**src/rtl/code_input.sv**
```systemverilog
// Digit-entry and verification core of the keypad code lock: collects debounced
// digits into a sequence that either replaces the stored code or is checked against it.
module code_input #(
    parameter int CODE_LEN = 6,
    parameter int DIGIT_W  = 4,
    parameter logic [CODE_LEN*DIGIT_W-1:0] DEFAULT_CODE = '0
) (
    input  logic               clk,
    input  logic               n_rst,
    input  logic               codeSet_t,
    input  logic               keySured,
    input  logic [DIGIT_W-1:0] keyValue,
    output logic               codeFinish,
    output logic               success,
    output logic               ledSet
);

    localparam int CODE_W = CODE_LEN * DIGIT_W;
    localparam int CNT_W  = (CODE_LEN > 1) ? $clog2(CODE_LEN) : 1;
    localparam logic [CNT_W-1:0]   LAST_IDX  = CNT_W'(CODE_LEN - 1);
    localparam logic [DIGIT_W-1:0] MAX_DIGIT = DIGIT_W'(9);

    typedef enum logic {
        VERIFY = 1'b0,
        SET    = 1'b1
    } state_t;

    state_t             state;
    logic [CNT_W-1:0]   digitCount;
    logic [CODE_W-1:0]  entryBuf;
    logic [CODE_W-1:0]  storedCode;
    logic [CODE_W-1:0]  nextBuf;
    logic               ksD;
    logic               csD;
    logic               keyEvt;
    logic               setEvt;
    logic               keyAccept;

    // One event per rising edge of each level input, however long it is held.
    assign keyEvt    = keySured & ~ksD;
    assign setEvt    = codeSet_t & ~csD;
    assign keyAccept = keyEvt && (keyValue <= MAX_DIGIT);

    // New digits enter at the LS nibble, so the first digit ends up in the MS nibble.
    assign nextBuf = {entryBuf[CODE_W-DIGIT_W-1:0], keyValue};

    always_ff @(posedge clk) begin
        // NOTE: non-blocking assignments throughout, so every register here sees
        // the pre-edge values of the others regardless of statement order.
        if (n_rst) begin
            state      <= VERIFY;
            digitCount <= '0;
            entryBuf   <= '0;
            // NOTE: the stored code is an ordinary register, not a memory, so it
            // is reset explicitly to the factory default.
            storedCode <= DEFAULT_CODE;
            codeFinish <= 1'b0;
            success    <= 1'b0;
            ledSet     <= 1'b0;
            ksD        <= 1'b0;
            csD        <= 1'b0;
        end else begin
            ksD        <= keySured;
            csD        <= codeSet_t;
            codeFinish <= 1'b0;

            if (setEvt) begin
                // Set request takes priority; a key edge in the same cycle is dropped.
                state      <= SET;
                ledSet     <= 1'b1;
                digitCount <= '0;
                entryBuf   <= '0;
                success    <= 1'b0;
            end else if (keyAccept) begin
                entryBuf <= nextBuf;
                if (digitCount == '0) begin
                    success <= 1'b0;
                end
                if (digitCount == LAST_IDX) begin
                    digitCount <= '0;
                    codeFinish <= 1'b1;
                    if (state == SET) begin
                        storedCode <= nextBuf;
                        success    <= 1'b0;
                        state      <= VERIFY;
                        ledSet     <= 1'b0;
                    end else begin
                        success <= (nextBuf == storedCode);
                    end
                end else begin
                    digitCount <= digitCount + 1'b1;
                end
            end
        end
    end

endmodule

```
**config.mk**
```make
export PLATFORM = sky130hd
export DESIGN_NAME = code_input
export DESIGN_NICKNAME = d
export VERILOG_FILES = /design/src/rtl/code_input.sv
export SDC_FILE = /design/constraint.sdc
export NUM_CORES = 1
export LEC_CHECK = 0
export ABC_CLOCK_PERIOD_IN_PS = 2000
export CAP_MARGIN = 0
export CORE_MARGIN = 2
export CORE_UTILIZATION = 50
export CTS_BUF_LIST = sky130_fd_sc_hd__clkbuf_4
export CTS_CLUSTER_DIAMETER = 150
export DETAILED_ROUTE_END_ITERATION = 10
export PLACE_DENSITY = 0.67
export SLEW_MARGIN = 20
export SYNTH_ARGS = -nofsm -noshare
export SYNTH_HDL_FRONTEND = slang
export SYNTH_SLANG_ARGS = --single-unit
```
**constraint.sdc**
```tcl
create_clock -name clk -period 2 [get_ports clk]
set_clock_uncertainty 0.2 [all_clocks]
set_input_delay 0.5 -clock clk [delete_from_list [all_inputs] [get_ports clk]]
set_output_delay 0.5 -clock clk [all_outputs]
set_load 0.02 [all_outputs]
```
=== Yosys cells after proc, flatten, opt, wreduce, memory -nomap -nowiden ===
Cells that the tools add are included.

* Output and inout bits: 3
* Bits in registers: 53
* Bits of input ports: 8

* $add $sub $neg: 1
* Reductions and logical operators: 12
* Equal/unequal tests: 2
* Muxes and demuxes: 12
* Bitwise gates (word level): 6
* $lt $le $gt $ge: 1

{| class="wikitable"
|+ Operators with widths
! cell !! count
|-
| == test 24 bit || 1
|-
| two-way mux 1 bit || 11
|-
| nonzero test 2 bit || 4
|-
| <= comparator 4 bit, second input constant || 1
|-
| NOT 1 bit || 4
|-
| AND reduction 2 bit || 2
|-
| AND reduction 4 bit || 1
|-
| adder 3 x 1 -> 3 bit, second input constant || 1
|-
| == test 3 bit, second input constant || 1
|-
| zero test 3 bit || 1
|-
| two-way mux 3 bit || 1
|-
| AND reduction 3 bit || 1
|-
| OR reduction 3 bit || 1
|-
| bitwise AND 1 bit || 2
|-
| OR reduction 2 bit || 1
|-
| logical AND 1 bit || 1
|}

=== Logic depth before layout (Yosys ltp) ===
* Depth in word-level cells: 5
* Gate-level depth with buffers: 6

=== Worst setup path after synthesis ===
No wires, ideal clock.

* Path type: input-to-reg
* Start: input keySured
* End: register storedCode[10]
* Setup time: 0.132 ns
* Buffers on the path: 1
* Slack: 0.256 ns
* Stages on the path: 5
* Data arrival time: 1.412 ns
* Cells stage by stage: nor2b_1 -> nand4_2 -> clkbuf_1 -> o21ai_0 -> a21oi_1

* Cells in the longest elaborated chain, start to end: 3

{| class="wikitable"
|+ Ends and longest elaborated chain
! item !! line !! RTL
|-
| start, declared || 11 || <nowiki>input logic keySured,</nowiki>
|-
| bitwise AND 1 bit || 40 || <nowiki>assign keyEvt = keySured & ~ksD;</nowiki>
|-
| logical AND 1 bit || 42 || <nowiki>assign keyAccept = keyEvt && (keyValue <= MAX_DIGIT);</nowiki>
|-
| AND reduction 4 bit (no line) || n/a ||
|-
| end signal, assigned || 83 || <nowiki>storedCode <= nextBuf;</nowiki>
|-
| end, declared || 31 || <nowiki>logic [CODE_W-1:0] storedCode;</nowiki>
|}

Every way passes these cells.
A chain may end at the register's enable or synchronous reset.

=== Worst setup path in the final report ===
* Start: input keyValue[2]
* End: register success

* Cells in the longest elaborated chain, start to end: 3
* Elaborated cells on any way between the ends: 6
* Classes of those cells: order compare (1); eq/ne (1); mux (2); reduce/logical (2)

{| class="wikitable"
|+ Ends and longest elaborated chain
! item !! line !! RTL
|-
| start, declared || 12 || <nowiki>input logic [DIGIT_W-1:0] keyValue,</nowiki>
|-
| <= comparator 4 bit or == test 24 bit (tied branches) || 42, 88 ||
|-
| logical AND 1 bit or two-way mux 1 bit (tied branches) || 42, 82 ||
|-
| AND reduction 2 bit (no line) or two-way mux 1 bit (tied branches) || n/a ||
|-
| end signal, assigned || 88 || <nowiki>success <= (nextBuf == storedCode);</nowiki>
|-
| end, declared || 14 || <nowiki>output logic success,</nowiki>
|}

Several ways; a longest one is shown, not always the timed one.

==> reports/metrics.cfg <==
[worst_hold_path]
hold_class=register to register
holdPathStages=2

[pwr]
power_uw=1740
leakage_uw=0.00102
ir_drop_mv=0.383
p_per_area_mw_per_mm2=655

[critical_path]
path_depth=7
slowest_stage=clkdlybuf4s50_1
cpPeakStageDelay_ns=0.45
worst-path-buf-inv=3
endpoint_kind=register
startpoint_type=input pin
rr_worst_depth=5
path_common_cell=buf_4
crit_path_max_fanout=3
cp_top_family=buffers and inverters
path_class=input pin to register
cp_cell_sequence=clkdlybuf4s50_1 -> buf_4 -> xor2_1 -> nor4_1 -> buf_4 -> nand4_1 -> o31ai_1
critPathRequiredTime_ns=2.10
critPathArrivalTime_ns=1.95

[synthesis]
synth.mux.area_fraction=0
synth_edf_count=0
synth_compound_area_frac=0.181
syn_avg_cell_area_um2=8.29
async_reset_ff_frac=0
syn_area_mm2=0.00228
synth.distinct_cells=31
synth_largest_area_cell=dfxtp_1
seq_area_frac_synth=0.465
yosysMostFrequentCell=dfxtp_1
synthCells=275
synth_xor_area_frac=0.0999
ys_ff_latch=53
ys_top_cells_by_area=dfxtp_1 (47%), a21oi_1 (10%), xor2_1 (8.5%)
synth-simple-area-share=0.214
synth_ff_type=dfxtp_1
yosysTopAreaCellShare=0.465
synth_common_cells=dfxtp_1 (53), a21oi_1 (47), nand2_1 (41), o21ai_0 (29), nand3_1 (24)
ys.warnings.count=0
synth_top_family_by_area=simple AND/OR/NAND/NOR gates
synth_fa_ha_area_frac=0
synth_fp_nets=283

[floorplan]
io_pins=11
core_mm2=0.00438
start_util=0.520
die_x_um=71.5
die_area_mm2=0.00512
rows=24
die_h_um=71.5

[finish]
diodes=0
largest_reg_flops=24
drive_gt1_frac=0.124
postLayoutCoreUtil=0.606
fin_nets=305
reg.largest.list=storedCode x24, entryBuf x20, digitCount x3
fillerInstances=387
areaGrowthSynthToFinish_pct=16.6
top_register=storedCode

[clock_tree]
cts_tree=done
cts_buffers=5
h-tree-depth=2
root_buffer=clkbuf_4
postCtsSetupRepairBufs=0
path_clk_slew_ns=0.15
clock_latency_ns=0.38
cts_max_path_buffers=2
clock_sinks=53

[detailed_routing]
viasPerCell=5.54
drt_iter0_markers=128
first_pass_iters=4
wl_per_cell_um=14.7
vias=1938
ant_nets=0
wl_mm=5.14
drc_errors=0

[place]
gp_congestion=0.768
dpl_worst_slack_ns=-0.240
numPortBuffers=10
hpwl_mm=3.41

[global_routing]
grt_usage=0.221
grt_max_degree=27
grt_pass1_wl_mm=8.82
grt_pass1_vias=1791
overflow=0
antenna_found_initial=0

[sta]
slew_viol_final=0
max_freq_mhz=542
max_slew.worst_pin.slew_ns=0.332
setup_viol_count_final=0
fin_crit_sh=0.922
rsz0062_at_grt=false
worst_slack_ns=0.155
relSlewSlack=0.777
min_period_ns=1.84
timing.final.hold_violations=0

[run]
cap_violations=0

[outcome]
status=completed

==> through the flow <==
stage	hold WS [ns]	instance area, um2	cells	setup TNS (ns)
finish	0.298	2660	350	0
global route	0.312	2660	350	0
CTS	0.299	2660	350	0
detailed placement	0.279	2600	342	-7.75
global placement	0.272	2600	342	-6.57
floorplan	0.261	2280	275	0
==> report_power, final <==
group	internal, uW	switching [uW]	total (uW)
Sequential	1070	8.08	1070
Clock	140	350	490
Combinational	75.9	100	176
==> layer usage <==
metal  track usage  share of wire
met1         0.324           0.50
met4        0.0566          0.011
met3        0.0422          0.041
met2         0.335           0.45
met5             0              0
==> cell usage in the layout (no fill, tap or decap), types with 2 or more instances in the layout <==
cell,instances
xor2_1,22
clkbuf_4,5
nand2_1,41
o21ai_0,29
nor4_1,5
nand2b_1,3
a21oi_1,47
nand4_1,2
dfxtp_1,53
clkdlybuf4s50_1,7
xnor2_1,4
nand3_1,24
nor2b_1,5
nor2_1,8
dlygate4sd2_1,3
buf_4,17
clkinv_4,2
buf_12,6
==> logic make-up (layout without fill, tap and decap cells) <==
family,after synthesis,after routing
simple gates,98,98
buf+inv,18,41
xor+xnor,26,26
compound gates,80,80
flops,53,53
==> worst register-to-register path, stage by stage (launching register included) <==
cell	delay (ns)
dfxtp_1	0.42
nor2b_1	0.25
nor3b_4	0.32
buf_12	0.20
nand3_1	0.09
a21oi_1	0.12
==> repair_timing <==
item / CTS / global route
hold endpoints to repair: 0 / 0
hold buffers: 0 / 0
gates resized for setup: 3 / 0
endpoints found under the setup margin: 3 / 0
==> cell type report <==
class / instances / area [um2] / area share
sequential: 53 / 1060 / 0.399
clock buffer: 5 / 37.5 / 0.0141
tap: 52 / 65.1 / 0.0245
clock inverter: 3 / 22.5 / 0.00847
timing repair buffer: 33 / 344 / 0.129
multi-input combinational: 204 / 1130 / 0.424
==> final timing paths <==
path	start	slack (ns)	end
worst min-delay path	storedCode[21]$_SDFFE_PP0P_	0.30	storedCode[21]$_SDFFE_PP0P_
worst max-delay path	keyValue[2]	0.16	success$_SDFFE_PP0P_
worst min register to register	storedCode[21]$_SDFFE_PP0P_	0.30	storedCode[21]$_SDFFE_PP0P_
worst max register to register	digitCount[2]$_SDFFE_PP0P_	0.34	storedCode[6]$_SDFFE_PP0P_
(Power assumes the default switching activity.)
